**config.mk**
```make
export PLATFORM = sky130hd
export DESIGN_NAME = rhs_miso_capture_n
export DESIGN_NICKNAME = d
export VERILOG_FILES = /design/src/rtl/rhs_pkg.sv /design/src/rtl/rhs_miso_port_sampler.sv /design/src/rtl/rhs_miso_capture_n.sv
export SDC_FILE = /design/constraint.sdc
export NUM_CORES = 2
export LEC_CHECK = 0
export BUFFER_PORTS_ARGS = -buffer_cell sky130_fd_sc_hd__buf_2
export CORE_UTILIZATION = 53
export CTS_CLUSTER_DIAMETER = 80
export DETAILED_ROUTE_END_ITERATION = 7
export PLACE_DENSITY = 0.77
export SETUP_SLACK_MARGIN = 0.3
export SYNTH_ARGS = -nofsm -noshare
export SYNTH_HDL_FRONTEND = slang
export SYNTH_HIERARCHICAL = 1
export SYNTH_SLANG_ARGS = --single-unit
```
**constraint.sdc**
```tcl
create_clock -name clk -period 15.47 [get_ports clk]
set_clock_uncertainty 0.05 [all_clocks]
set_input_delay 0.7735 -clock clk [delete_from_list [all_inputs] [get_ports clk]]
set_output_delay 0.7735 -clock clk [all_outputs]
set_load 0.05 [all_outputs]
```
**src/rtl/rhs_pkg.sv**
```systemverilog
// Shared definitions for the RHS headstage SPI capture path.
package rhs_pkg;

    localparam int RHS_WORD_BITS = 32;
    localparam int RHS_NUM_PORTS = 16;

    typedef enum logic [1:0] {
        IDLE    = 2'd0,
        CAPTURE = 2'd1,
        DONE    = 2'd2
    } rhs_state_e;

endpackage

```
**src/rtl/rhs_miso_port_sampler.sv**
```systemverilog
// One port's MISO sampler: saturated offset, bit-index match, shift register.
module rhs_miso_port_sampler #(
    parameter int WORD_BITS    = 32,
    parameter int CLKS_PER_BIT = 4,
    parameter int OFFSET_W     = 8,
    parameter int MAX_OFFSET   = 15,
    parameter int T_W          = 8
) (
    input  logic                 clk,
    input  logic                 rst,
    input  logic                 load,
    input  logic                 capture,
    input  logic [T_W-1:0]       t,
    input  logic                 miso,
    input  logic [OFFSET_W-1:0]  offset,
    output logic [WORD_BITS-1:0] word
);

    localparam int BI_W = $clog2(WORD_BITS + 1);

    logic [OFFSET_W-1:0] off_sat;
    logic [OFFSET_W-1:0] off_q;
    logic [BI_W-1:0]     bidx;
    logic [31:0]         tgt;
    logic                hit;

    // Next sample lands on bit bidx's slot shifted by this port's delay
    always_comb begin
        off_sat = offset;
        if (offset > OFFSET_W'(MAX_OFFSET))
            off_sat = OFFSET_W'(MAX_OFFSET);
        tgt = 32'(bidx) * 32'(CLKS_PER_BIT) + 32'(off_q);
        hit = capture
            && (bidx < BI_W'(WORD_BITS))
            && (32'(t) == tgt);
    end

    always_ff @(posedge clk or posedge rst) begin
        if (rst) begin
            off_q <= '0;
            bidx  <= '0;
            word  <= '0;
        end else if (load) begin
            off_q <= off_sat;
            bidx  <= '0;
            word  <= '0;
        end else if (hit) begin
            word <= {word[WORD_BITS-2:0], miso};
            bidx <= bidx + 1'b1;
        end
    end

endmodule

```
**src/rtl/rhs_miso_capture_n.sv**
```systemverilog
// Multi-port MISO capture engine: per-port offset sampling, one word per port per frame.
module rhs_miso_capture_n
    import rhs_pkg::*;
#(
    parameter int NUM_PORTS    = RHS_NUM_PORTS,
    parameter int WORD_BITS    = RHS_WORD_BITS,
    parameter int CLKS_PER_BIT = 4,
    parameter int OFFSET_W     = 8,
    parameter int MAX_OFFSET   = 15,
    parameter int CH_W         = 8
) (
    input  logic                           clk,
    input  logic                           rst,
    input  logic                           frame_start,
    input  logic [CH_W-1:0]                frame_channel,
    input  logic [NUM_PORTS-1:0]           miso,
    input  logic [NUM_PORTS*OFFSET_W-1:0]  oversample_offset,
    output logic [NUM_PORTS*WORD_BITS-1:0] data_out,
    output logic [CH_W-1:0]                data_channel,
    output logic                           data_valid,
    output logic                           busy,
    output logic                           overrun,
    input  logic                           clear_overrun
);

    localparam int T_END = WORD_BITS * CLKS_PER_BIT + MAX_OFFSET - 1;
    localparam int T_W   = $clog2(T_END + 1);

    rhs_state_e                     state;
    logic [T_W-1:0]                 t;
    logic [CH_W-1:0]                tag_q;
    logic [NUM_PORTS*WORD_BITS-1:0] words;
    logic                           capture;
    logic                           load;

    assign capture = (state == CAPTURE);
    assign load    = frame_start && !capture;

    for (genvar p = 0; p < NUM_PORTS; p++) begin : g_port
        rhs_miso_port_sampler #(
            .WORD_BITS    (WORD_BITS),
            .CLKS_PER_BIT (CLKS_PER_BIT),
            .OFFSET_W     (OFFSET_W),
            .MAX_OFFSET   (MAX_OFFSET),
            .T_W          (T_W)
        ) u_smp (
            .clk     (clk),
            .rst     (rst),
            .load    (load),
            .capture (capture),
            .t       (t),
            .miso    (miso[p]),
            .offset  (oversample_offset[p*OFFSET_W +: OFFSET_W]),
            .word    (words[p*WORD_BITS +: WORD_BITS])
        );
    end

    always_ff @(posedge clk or posedge rst) begin
        if (rst) begin
            state        <= IDLE;
            t            <= '0;
            tag_q        <= '0;
            data_out     <= '0;
            data_channel <= '0;
            data_valid   <= 1'b0;
            busy         <= 1'b0;
            overrun      <= 1'b0;
        end else begin
            data_valid <= 1'b0;
            // Set is evaluated last so it wins over a same-cycle clear
            if (clear_overrun)
                overrun <= 1'b0;
            if (frame_start && capture)
                overrun <= 1'b1;
            unique case (state)
                IDLE, DONE: begin
                    if (frame_start) begin
                        state <= CAPTURE;
                        t     <= '0;
                        tag_q <= frame_channel;
                        busy  <= 1'b1;
                    end else begin
                        state <= IDLE;
                    end
                end
                CAPTURE: begin
                    if (t == T_W'(T_END)) begin
                        state        <= DONE;
                        busy         <= 1'b0;
                        data_out     <= words;
                        data_channel <= tag_q;
                        data_valid   <= 1'b1;
                    end else begin
                        t <= t + 1'b1;
                    end
                end
                default: state <= IDLE;
            endcase
        end
    end

endmodule

```
==> results.cfg <==
[cts]
cts_resized = 0
cts_made_buffers = 134
clkTransAtPathRegs_ps = 60
worstSkewPairLatency_ps = 730
post_cts_buffers = 0
cts_num_sinks = 1277
cts-root-buf = clkbuf_16
cts_max_level = 4
clock_path_buffers = 3
ctsHoldBuffers = 0
cts_tree = yes

[critical_path]
crit_type = flip-flop to flip-flop
worstPathArrival_ps = 5300
required_ps = 16020
end_kind = flip-flop
cp-start-kind = flip-flop
reg2reg_slack_ps = 10720
crit_fanout = 132

[cells_and_area]
synthToLayoutAreaGrowth_pct = 15.1
layout-drive-gt1-share_pct = 23.1
fillCellCount = 8053
multi_input_area_um2 = 22500
regArea_um2 = 32000
final_cell_area_um2 = 64800
fin_nets = 5247

[logic_synthesis]
synth_top_area_cell = dfrtp_1
syn_area_um2 = 56300
ys_top_cells_by_area = dfrtp_1 57%, mux2i_1 9.4%, mux2_1 8.2%
synth_top_area_share_pct = 56.7
synth-main-ff-cell = dfrtp_1
yosys-top-cells-count = 1,277 x dfrtp_1, 528 x mux2i_1, 422 x nor2_1, 412 x mux2_1, 268 x nand2_1
synth_most_common_cell = dfrtp_1
synth_edf_count = 0
syn_nets = 4594
yosysWarnings = 6
syn_avg_cell_area_um2 = 13.1
async_reset_ff_share_pct = 100
synth_cell_types = 58
synth-seq-cells = 1277
synth_cells = 4308
synth_seq_area_share_pct = 56.7

[timing]
whs_ps = 192
maxSlewHeadroom_pct = 23.9
rsz0062_at_grt = false
final.period_utilization_pct = 30.7
worst_pin_slew_ps = 1130
finalMaxSlewViolations = 0
finalHoldViolations = 0
finalCriticalPeriod_ps = 4750
finalSetupViolations = 0
finalSetupTns_ps = 0
max_freq_mhz = 211

[run_status]
status = complete, no violations

[placed_design]
dp.final_hpwl_mm = 82.8
gp_congestion = 0.831
place_area_um2 = 60200
port_buffers = 678

[floorplanning]
dieArea_um2 = 108000
die_w_um = 328
ios = 679
core_area_um2 = 105000
die_height_um = 328
start_util_pct = 53.5
core.rowCount = 119

[power]
peakVddDrop_mv = 0.191
switching_share_pct = 40.1
power.internal_w = 0.00766
pwr-share-seq_pct = 38.5
leakage_nw = 36.2
power_density_nw_per_um2 = 197
power_frac_comb_pct = 35.9
clkPwrFrac_pct = 25.6
power.switching_w = 0.00512

[global_routing]
grt_usage_pct = 23.7
grt_max_degree = 224
grt-ovfl-total = 0
antenna_found_initial = 40
grt_pass1_wl_mm = 204
grt_pass1_vias = 36500

[route]
vias = 36000
vias_per_cell = 5.56
final_antenna_net_count = 0
drt_wl_total_mm = 128
drc_errors = 0
first_pass_iters = 7
dr.first_iter.drc_count = 2200
wl_per_cell_um = 19.7

[min_path]
hold_class = input pin to flip-flop

[job]
cap_violations = 0
placed cells by master (no fill, tap or decap), types with 21 or more instances in the layout:
master / n
and3_1: 24
or3_1: 39
a21oi_1: 70
o21ai_0: 28
diode_2: 24
nand2_1: 268
nor4_1: 22
nor2b_1: 89
dfrtp_1: 1269
xnor2_1: 46
xor2_1: 86
clkinv_2: 21
buf_2: 678
buf_4: 39
mux2i_1: 528
mux2_1: 412
ha_1: 114
o22a_1: 64
nor2_1: 422
o21ai_1: 46
clkbuf_8: 36
clkbuf_16: 140
mux2_2: 128
nand3_1: 85
inv_1: 31
cell families after synthesis:
group	synth area share (%)
XOR/XNOR	2.23
buffers and inverters	3.48
multiplexers	20.3
AND/OR/NAND/NOR	8.95
adder cells (fa/ha/maj)	3.10
AO/OA/AOI/OAI	5.17
flip-flops	56.7
stage by stage:
step,instances,util [%],setup slack [ps],total power (W)
2_1_floorplan,4308,-,7290,0.00836
3_3_place_gp,6216,57.2,10690,0.00942
3_5_place_dp,6216,57.2,10560,0.00956
4_1_cts,6453,61.5,10530,0.0129
5_1_grt,6474,61.6,10300,0.0134
6_report,6477,61.6,10720,0.0128
cell type report:
class / count / share of cell area (%)
Multi-Input combinational cell: 2773 / 34.7
Timing Repair Buffer: 721 / 5.81
Clock inverter: 45 / 0.743
Sequential cell: 1277 / 49.3
Tap cell: 1391 / 2.68
Inverter: 54 / 0.359
Clock buffer: 192 / 6.26
Antenna cell: 24 / 0.0926
registers in the layout, summed over array words and instances, names as in the netlist:
register,cells
busy,1
overrun,1
g_port.u_smp/bidx,96
data_channel,8
data_valid,1
g_port.u_smp/word,512
tag_q,8
state,2
t,8
data_out,512
g_port.u_smp/off_q,128
per-layer routing:
metal / global-route usage [%] / vias to the layer above / wire length, µm
li1: - / 16500 / -
met1: 30.7 / 18300 / 53400
met2: 38.0 / 914 / 61900
met3: 6.24 / 273 / 8220
met4: 9.47 / 26 / 4240
met5: 0 / - / 150
worst max-delay path, cell delays in order, from the launching register on:
cell and delay [ps]:
dfrtp_2 380, buf_4 290, inv_1 130, ha_1 140, nor4b_2 220, nand2_1 110, or3_1 710, clkinv_16 370
buf_4 790, buf_4 920, mux2_1 410
worst paths after layout:
| path | end | from | depth (start not counted) |
|---|---|---|---|
| worst max register to register | data_out[381] | t[0] | 10 |
| max in group asynchronous | data_out[342] | rst | 5 |
| worst min-delay path | g_port[6].u_smp/off_q[0] | oversample_offset[48] | 2 |
| worst min register to register | data_out[285] | data_out[285] | 1 |
| min in group asynchronous | g_port[0].u_smp/off_q[5] | rst | 3 |
| worst max-delay path | data_out[381] | t[0] | 10 |
power groups by stage:
stage                     logic, W  registers, W  clock network [W]
after floorplan            0.00217       0.00618                  0
after global placement     0.00449       0.00493                  0
after detailed placement   0.00459       0.00496                  0
after CTS                  0.00463       0.00492            0.00334
after global routing       0.00493       0.00504            0.00347
final                      0.00459       0.00492            0.00327
Power figures use the tool's default switching activity.
